File: src/rtl/mc_control_pkg.sv
// Shared encodings for the multicycle MIPS-subset control path: opcodes, funct
// codes, ALU operation codes, mux selects and the control FSM state encoding.
package mc_control_pkg;

  localparam logic [5:0] OP_RTYPE = 6'b000000;
  localparam logic [5:0] OP_LW    = 6'b100011;
  localparam logic [5:0] OP_SW    = 6'b101011;
  localparam logic [5:0] OP_BEQ   = 6'b000100;
  localparam logic [5:0] OP_ADDI  = 6'b001000;
  localparam logic [5:0] OP_J     = 6'b000010;

  localparam logic [5:0] FN_ADD = 6'b100000;
  localparam logic [5:0] FN_SUB = 6'b100010;
  localparam logic [5:0] FN_AND = 6'b100100;
  localparam logic [5:0] FN_OR  = 6'b100101;
  localparam logic [5:0] FN_SLT = 6'b101010;

  typedef enum logic [2:0] {
    ALU_AND = 3'b000,
    ALU_OR  = 3'b001,
    ALU_ADD = 3'b010,
    ALU_SUB = 3'b110,
    ALU_SLT = 3'b111
  } alu_op_e;

  localparam logic [1:0] SRCB_REG     = 2'b00;
  localparam logic [1:0] SRCB_FOUR    = 2'b01;
  localparam logic [1:0] SRCB_IMM     = 2'b10;
  localparam logic [1:0] SRCB_IMM_SH2 = 2'b11;

  localparam logic [1:0] PCSRC_ALU    = 2'b00;
  localparam logic [1:0] PCSRC_ALUOUT = 2'b01;
  localparam logic [1:0] PCSRC_JUMP   = 2'b10;

  typedef enum logic [3:0] {
    S_FETCH    = 4'd0,
    S_DECODE   = 4'd1,
    S_MEMADR   = 4'd2,
    S_MEMRD    = 4'd3,
    S_MEMWB    = 4'd4,
    S_MEMWR    = 4'd5,
    S_EXECUTE  = 4'd6,
    S_ALUWB    = 4'd7,
    S_BRANCH   = 4'd8,
    S_ADDIEXEC = 4'd9,
    S_ADDIWB   = 4'd10,
    S_JUMP     = 4'd11
  } state_e;

  // Moore part of the control word; everything here depends on state alone.
  typedef struct packed {
    logic [2:0] alu_op;
    logic       alu_src_a;
    logic [1:0] alu_src_b;
    logic [1:0] pc_src;
    logic       mem_read;
    logic       mem_write;
    logic       iord;
    logic       reg_write;
    logic       reg_dst;
    logic       mem_to_reg;
  } ctrl_t;

  // States that stall on mem_ready and are guarded by the wait counter.
  function automatic logic is_wait_state(state_e s);
    return (s == S_FETCH) || (s == S_MEMRD) || (s == S_MEMWR);
  endfunction

endpackage

File: src/rtl/mc_control_alu_decoder.sv
// Combinational R-type funct decoder: ALU operation plus a legality flag used
// by the control FSM to reject unsupported funct codes.
module alu_decoder
  import mc_control_pkg::*;
(
  input  logic [5:0] funct,
  output alu_op_e    alu_op,
  output logic       funct_ok
);

  // NOTE: every signal written in always_comb gets a default first so no path leaves it unassigned (no latch).
  always_comb begin
    alu_op   = ALU_ADD;
    funct_ok = 1'b1;
    case (funct)
      FN_ADD:  alu_op = ALU_ADD;
      FN_SUB:  alu_op = ALU_SUB;
      FN_AND:  alu_op = ALU_AND;
      FN_OR:   alu_op = ALU_OR;
      FN_SLT:  alu_op = ALU_SLT;
      default: funct_ok = 1'b0;
    endcase
  end

endmodule

File: src/rtl/mc_control.sv
// Multicycle MIPS-subset control unit: Moore FSM with a bounded wait on
// mem_ready in FETCH/MEMRD/MEMWR and one-cycle illegal/timeout pulses.
module mc_control
  import mc_control_pkg::*;
#(
  parameter int WAIT_LIMIT = 15
) (
  input  logic       clk,
  input  logic       reset_n,
  input  logic [5:0] opcode,
  input  logic [5:0] funct,
  input  logic       zero,
  input  logic       mem_ready,
  output logic [2:0] alu_op,
  output logic       alu_src_a,
  output logic [1:0] alu_src_b,
  output logic [1:0] pc_src,
  output logic       pc_en,
  output logic       ir_write,
  output logic       mem_read,
  output logic       mem_write,
  output logic       iord,
  output logic       reg_write,
  output logic       reg_dst,
  output logic       mem_to_reg,
  output logic [3:0] state_o,
  output logic       illegal,
  output logic       mem_timeout
);

  localparam int CW = (WAIT_LIMIT < 1) ? 1 : $clog2(WAIT_LIMIT + 1);
  localparam logic [CW-1:0] WAIT_MAX = CW'(WAIT_LIMIT);

  state_e        state, state_n;
  logic [CW-1:0] wait_cnt, wait_cnt_n;
  alu_op_e       funct_op;
  logic          funct_ok;
  logic          op_illegal;
  logic          waiting;
  logic          timeout;
  ctrl_t         ctrl;

  alu_decoder u_alu_decoder (
    .funct    (funct),
    .alu_op   (funct_op),
    .funct_ok (funct_ok)
  );

  // NOTE: sequential state uses non-blocking (<=) so every register samples pre-edge values.
  always_ff @(posedge clk or negedge reset_n) begin
    if (!reset_n) begin
      state    <= S_FETCH;
      wait_cnt <= '0;
    end else begin
      state    <= state_n;
      wait_cnt <= wait_cnt_n;
    end
  end

  // The abort fires only once the counter already sits at the limit and memory
  // is still not ready; a ready on that same cycle completes normally.
  always_comb begin
    waiting = is_wait_state(state) && !mem_ready;
    timeout = waiting && (wait_cnt == WAIT_MAX);
  end

  always_comb begin
    op_illegal = 1'b0;
    case (opcode)
      OP_LW, OP_SW, OP_BEQ, OP_ADDI, OP_J: op_illegal = 1'b0;
      OP_RTYPE:                            op_illegal = !funct_ok;
      default:                             op_illegal = 1'b1;
    endcase
  end

  // Next-state logic.
  always_comb begin
    state_n = state;
    case (state)
      S_FETCH: begin
        if (timeout)        state_n = S_FETCH;
        else if (mem_ready) state_n = S_DECODE;
      end
      S_DECODE: begin
        if (op_illegal) begin
          state_n = S_FETCH;
        end else begin
          case (opcode)
            OP_LW, OP_SW: state_n = S_MEMADR;
            OP_RTYPE:     state_n = S_EXECUTE;
            OP_BEQ:       state_n = S_BRANCH;
            OP_ADDI:      state_n = S_ADDIEXEC;
            OP_J:         state_n = S_JUMP;
            default:      state_n = S_FETCH;
          endcase
        end
      end
      S_MEMADR:   state_n = (opcode == OP_SW) ? S_MEMWR : S_MEMRD;
      S_MEMRD: begin
        if (timeout)        state_n = S_FETCH;
        else if (mem_ready) state_n = S_MEMWB;
      end
      S_MEMWR: begin
        if (timeout || mem_ready) state_n = S_FETCH;
      end
      S_EXECUTE:  state_n = S_ALUWB;
      S_ADDIEXEC: state_n = S_ADDIWB;
      S_MEMWB, S_ALUWB, S_BRANCH, S_ADDIWB, S_JUMP: state_n = S_FETCH;
      default:    state_n = S_FETCH;
    endcase
  end

  // Any state change is an entry into a new state, which restarts the count.
  always_comb begin
    if (timeout || (state_n != state)) wait_cnt_n = '0;
    else if (waiting)                  wait_cnt_n = wait_cnt + 1'b1;
    else                               wait_cnt_n = wait_cnt;
  end

  // Output logic: Moore control word plus the few input-qualified strobes.
  always_comb begin
    ctrl     = '0;
    ir_write = 1'b0;
    pc_en    = 1'b0;
    case (state)
      S_FETCH: begin
        ctrl.mem_read  = 1'b1;
        ctrl.alu_src_b = SRCB_FOUR;
        ctrl.alu_op    = ALU_ADD;
        ctrl.pc_src    = PCSRC_ALU;
        ir_write       = reset_n && mem_ready && !timeout;
        pc_en          = reset_n && mem_ready && !timeout;
      end
      S_DECODE: begin
        ctrl.alu_src_b = SRCB_IMM_SH2;
        ctrl.alu_op    = ALU_ADD;
      end
      S_MEMADR, S_ADDIEXEC: begin
        ctrl.alu_src_a = 1'b1;
        ctrl.alu_src_b = SRCB_IMM;
        ctrl.alu_op    = ALU_ADD;
      end
      S_MEMRD: begin
        ctrl.mem_read = 1'b1;
        ctrl.iord     = 1'b1;
      end
      S_MEMWB: begin
        ctrl.reg_write  = 1'b1;
        ctrl.mem_to_reg = 1'b1;
      end
      S_MEMWR: begin
        ctrl.mem_write = 1'b1;
        ctrl.iord      = 1'b1;
      end
      S_EXECUTE: begin
        ctrl.alu_src_a = 1'b1;
        ctrl.alu_src_b = SRCB_REG;
        ctrl.alu_op    = funct_op;
      end
      S_ALUWB: begin
        ctrl.reg_write = 1'b1;
        ctrl.reg_dst   = 1'b1;
      end
      S_BRANCH: begin
        ctrl.alu_src_a = 1'b1;
        ctrl.alu_src_b = SRCB_REG;
        ctrl.alu_op    = ALU_SUB;
        ctrl.pc_src    = PCSRC_ALUOUT;
        pc_en          = reset_n && zero;
      end
      S_ADDIWB: begin
        ctrl.reg_write = 1'b1;
      end
      S_JUMP: begin
        ctrl.pc_src = PCSRC_JUMP;
        pc_en       = reset_n;
      end
      default: ctrl = '0;
    endcase
  end

  assign alu_op      = ctrl.alu_op;
  assign alu_src_a   = ctrl.alu_src_a;
  assign alu_src_b   = ctrl.alu_src_b;
  assign pc_src      = ctrl.pc_src;
  assign mem_read    = ctrl.mem_read;
  assign mem_write   = ctrl.mem_write;
  assign iord        = ctrl.iord;
  assign reg_write   = ctrl.reg_write;
  assign reg_dst     = ctrl.reg_dst;
  assign mem_to_reg  = ctrl.mem_to_reg;
  assign state_o     = state;
  assign illegal     = reset_n && (state == S_DECODE) && op_illegal;
  assign mem_timeout = reset_n && timeout;

endmodule

File: config.mk
export PLATFORM = sky130hd
export DESIGN_NAME = mc_control
export DESIGN_NICKNAME = d
export VERILOG_FILES = /design/src/rtl/mc_control_pkg.sv /design/src/rtl/mc_control_alu_decoder.sv /design/src/rtl/mc_control.sv
export SDC_FILE = /design/constraint.sdc
export NUM_CORES = 1
export LEC_CHECK = 0
export ABC_AREA = 1
export CAP_MARGIN = 10
export CORE_ASPECT_RATIO = 0.7
export CORE_MARGIN = 2
export CORE_UTILIZATION = 40
export CTS_CLUSTER_DIAMETER = 150
export DETAILED_ROUTE_END_ITERATION = 16
export GPL_TIMING_DRIVEN = 0
export PLACE_DENSITY = 0.77
export SLEW_MARGIN = 10
export SYNTH_ARGS = -nofsm -noshare
export SYNTH_HDL_FRONTEND = slang
export SYNTH_SLANG_ARGS = --single-unit
export TNS_END_PERCENT = 1
File: constraint.sdc
create_clock -name clk -period 4.9 [get_ports clk]
set_clock_uncertainty 0.05 [all_clocks]
set_input_delay 0.49 -clock clk [delete_from_list [all_inputs] [get_ports clk]]
set_output_delay 0.49 -clock clk [all_outputs]
set_load 0.02 [all_outputs]
# After elaboration in Yosys (flattened, before gate mapping)
# Cells that the tools add are included.
# W data, S select, Z words.
[totals]
register_bits = 8
wordCells = 79
output_inout_bits = 22
in_bits = 16
[op_classes]
mux = 26
n_addsub = 1
n_eq_ne = 23
n_reduce_logical = 27
[ops]
columns = ["operator", "count"]
rows = [
  ["$eq A6 B6 Y1 const B", 7],
  ["$mux W4", 8],
  ["$pmux W4 S7", 1],
  ["$eq A4 B4 Y1 const B", 5],
  ["$pmux W4 S5", 1],
  ["$eq A4 B3 Y1 const B", 4],
  ["$pmux W3 S4", 1],
  ["$reduce_or A5 Y1", 2],
  ["$mux W1", 9],
  ["$pmux W3 S3", 1],
  ["$eq A4 B2 Y1 const B", 2],
  ["$logic_and A1 B1 Y1", 8],
  ["$reduce_or A2 Y1", 4],
  ["$reduce_or A4 Y1", 2],
  ["$eq A6 B2 Y1 const B", 1],
  ["$eq A6 B3 Y1 const B", 1],
  ["$eq A6 B4 Y1 const B", 1],
  ["$logic_not A6 Y1", 1],
  ["$pmux W2 S3", 1],
  ["$add A4 B1 Y4 const B", 1],
  ["$eq A4 B1 Y1 const B", 1],
  ["$logic_not A4 Y1", 1],
  ["$logic_or A1 B1 Y1", 4],
  ["$ne A4 B4 Y1", 1],
  ["other kinds (7)", 9],
]

# Longest topological paths before layout
[logic_depth]
word_depth = 11
mapped_depth = 13
ltp_nobuf = 13

# Hierarchy
# A second synthesis with hierarchy kept.
[unflattened]
hier_cells = 170
area_unflattened_um2 = 992.2
[by_module_without_submodules]
columns = ["module", "seq_area_each_um2", "n_inst", "area_per_inst_um2", "cells_per_inst"]
rows = [
  ["mc_control", 200.2, 1, 873.3, 142],
  ["alu_decoder", 0.0, 1, 118.9, 28],
]

# Worst setup path after synthesis
# No wires, ideal clock.
[synth_path]
path_kind = "register -> output"
from = "register state[3], in the netlist state_o[3]"
to = "output pc_en"
t_arrival_ps = 1618
setup_slack_ps = 2742
required_time_ps = 4360
path_stages_with_launch = 7
path_buffers = 0
path_cell_list = "dfrtp_1 inv_1 nor2_1 inv_1 nor2_1 a211oi_1 nor2_1"
[synth_between]
elab_chain_len = 8
word_cells_on_any_way = 12
cone_classes = "eq/ne (4); mux (1); reduce/logical (7)"
[synth_rtl]
columns = ["item", "line", "text"]
rows = [
  ["start, declared", "mc_control.sv:34", "state_e state, state_n;"],
  ["start signal, assigned", "mc_control.sv:55", "state <= state_n;"],
  ["$eq A4 B2 Y1 or $logic_not A4 Y1 (tied branches)", "mc_control_pkg.sv:66, mc_control.sv:125", ""],
  ["$logic_or A1 B1 Y1 (2 in series)", "mc_control_pkg.sv:66", "return (s == S_FETCH) || (s == S_MEMRD) || (s == S_MEMWR);"],
  ["$logic_and A1 B1 Y1", "mc_control.sv:63", "waiting = is_wait_state(state) && !mem_ready;"],
  ["$logic_and A1 B1 Y1", "mc_control.sv:64", "timeout = waiting && (wait_cnt == WAIT_MAX);"],
  ["$logic_not A1 Y1", "mc_control.sv:132", "pc_en = reset_n && mem_ready && !timeout;"],
  ["$logic_and A1 B1 Y1", "mc_control.sv:132", ""],
  ["$pmux W1 S3 (*)", "mc_control.sv:125", "case (state)"],
  ["end, declared", "mc_control.sv:18", "output logic pc_en,"],
]
# Mark *: on every way between the ends. The rest lies on a longest branch, timed or not.

# Worst setup path after layout
[layout_path]
from = "input opcode[1]"
to = "output illegal"
[layout_between]
elab_chain_len = 4
word_cells_on_any_way = 9
cone_classes = "eq/ne (5); mux (1); reduce/logical (3)"
[layout_rtl]
columns = ["item", "line", "text"]
rows = [
  ["start, declared", "mc_control.sv:10", "input logic [5:0] opcode,"],
  ["$eq A6 B6 Y1 (tied with other cells)", "mc_control.sv:69", "case (opcode)"],
  ["$reduce_or A5 Y1", "mc_control.sv:69", ""],
  ["$pmux W1 S2 (*)", "mc_control.sv:69", ""],
  ["$logic_and A1 B1 Y1 (*)", "mc_control.sv:193", "assign illegal = reset_n && (state == S_DECODE) && op_illegal;"],
  ["end, declared", "mc_control.sv:27", "output logic illegal,"],
]
# Marked as above.

==> flow_summary.ini <==
[status]
status = finished clean

[critical_path]
cp_max_fo = 3
cp-end-kind = primary output
cp.required_ns = 4.36
cp.arrival_ns = 2.34
slowest_delay_ns = 0.64
worstSetupPathType = in -> out
start_kind = input pin
cp_top_family = buffers and inverters
cp_slowest_cell = clkdlybuf4s50_1
crit_chain = clkdlybuf4s50_1 -> nor2_1 -> nand2_1 -> nor2_1 -> nand4_1 -> a211oi_1 -> clkdlybuf4s50_1
critPathBufInv = 2

[sta]
maxSlewViolCount = 0
worstMarginPinSlew_ns = 0.387
finalCritPeriodShare_pct = 58.8
fin_hold_ws_ns = 0.441
max_freq_ghz = 0.347
grt_setup_unrepaired = no
period_minus_slack_ns = 2.88
final_hold_viol_count = 0
finalSetupTns_ns = 0
relSlewSlack_pct = 74.1
setup_viol = 0

[pwr]
p_leak_nw = 0.673
finalPower_w = 0.000477
max-vdd-ir-drop_uv = 133
power_density_nw_per_um2 = 367

[logic_synthesis]
synth.yosys.warnings = 0
synth_flop_cell = dfrtp_1
synth_area_leaders = dfrtp_1, nor2_1, nand2_1
synth.top_cell.area_share_pct = 22.9
yosysUniqueCellTypes = 21
ys_seq_area_share_pct = 22.9
postSynthAreaPerCell_um2 = 5.96
yosysMostFrequentCell = nor2_1
yosysTopAreaCell = dfrtp_1
synth_commonest_cells = nor2_1, nand2_1, inv_1
synth-seq-cells = 8
syn_inst = 147
synth_nets = 164
synthArstFlopShare_pct = 100
synth_edf_count = 0
syn_area_um2 = 876

[cts]
h-tree-depth = 1
worstSkewPairLatency_ns = 0.25
cts_tree = built
ctsHoldBuffers = 0
cts-root-buf = clkbuf_4
cts.sinks = 8
cts_inserted_buffers = 3
cts_setup_buffers = 0
clk_path_buf_depth = 2
clk_pin_slew_ns = 0.05
cts_resized = 0

[finish]
fill_cells = 220
finish.net_count = 206
drive_gt1_share_pct = 15.5
multi_input_area_um2 = 571
diodes = 0
finish.utilization_pct = 61.8
synthToLayoutAreaGrowth_pct = 48.3
finalNonFillerCells = 211
regArea_um2 = 200

[die]
die_h_um = 43.2
dieWidth_um = 59.9
boundaryPins = 38
initial_core_util_pct = 41.7
core-area_um2 = 2100
num_rows = 14
dieArea_um2 = 2590

[job]
drv_cap = 0

[grt]
grt_max_degree = 10
grt_pass1_vias = 963
grt_overflow = 0
grt_pass1_wl_um = 4050
grt_usage_pct = 20.1
antenna_found_initial = 0

[placed_design]
place_congestion = 0.891
placedCellCount = 208
post-dp-hpwl_um = 2040
port_buffers = 37

[worst_hold_path]
hold_path.class = reg -> reg

[drt]
routed_via_density = 4.95
route.vias.total = 1044
dr.pass1.iters = 4
drtAntennaViolNets = 0
post-route-drc-count = 0
drtIter0Drc = 30
wire_per_inst_um = 11.0
wl_um = 2320
## cell type report
cell class	instances	area share (%)
Clock buffer	3	1.73
Inverter	28	8.09
Multi-Input combinational cell	111	43.9
Sequential cell	8	15.4
Tap cell	24	2.31
Timing Repair Buffer	37	28.5
## per-layer routing
metal / global-route usage (%) / wire length (um) / vias up
li1: - / - / 552
met3: 2.74 / 103 / 0
met4: 1.33 / 0 / 0
met5: 0 / 0 / -
met1: 27.9 / 1110 / 463
met2: 34.6 / 1110 / 29
## cells in the final DEF (no fill, tap or decap)
cell type / instances
inv_1: 22
xnor2_1: 1
o211ai_1: 1
o21ai_1: 1
nand4_1: 7
a21oi_4: 2
nor2_1: 31
clkdlybuf4s50_1: 37
dfrtp_1: 8
xor2_1: 1
nand3_1: 16
nand2_1: 27
nand3_2: 2
clkbuf_4: 3
a21oi_1: 2
inv_2: 6
a211oi_1: 2
o21ai_0: 1
nor2_2: 7
nand2_2: 7
ha_1: 1
and3_2: 1
a31o_2: 1
## metrics by stage
stage,instance area [um^2],setup WS [ns]
after floorplan,876,2.74
after global placement,1280,2.05
after detailed placement,1280,2.00
after CTS,1300,2.00
after global routing,1300,1.88
final,1300,2.02
## path summary, 6_finish.rpt
path / start / slack (ns) / depth (start not counted) / to
setup / recovery: opcode[1] / 2.02 / 7 / illegal
hold / removal: wait_cnt[0] / 0.44 / 1 / wait_cnt[0]
setup reg to reg: state_o[3] / 3.10 / 11 / wait_cnt[2]
hold reg to reg: wait_cnt[0] / 0.44 / 1 / wait_cnt[0]
max in group asynchronous: reset_n / 4.04 / 1 / wait_cnt[3]
min in group asynchronous: reset_n / 0.48 / 1 / state_o[1]
## state kept, by name, summed over array words and instances (netlist names)
name / flops
state_o: 4
wait_cnt: 4
## power by group
part,internal (W),total (W),switching [W]
clock network,0.0000278,0.0000477,0.0000198
logic,0.000136,0.000322,0.000187
registers,0.0000838,0.000107,0.0000232
## cells by family (layout without fill, tap and decap cells)
logic type	Yosys count	in the layout	synth area share, %
simple gates	98	98	52.1
buf+inv	28	68	12.0
compound gates	10	10	9.57
flops	8	8	22.9
xor+xnor	2	2	2.00
fa+ha+maj	1	1	1.43
(Power assumes the default switching activity.)
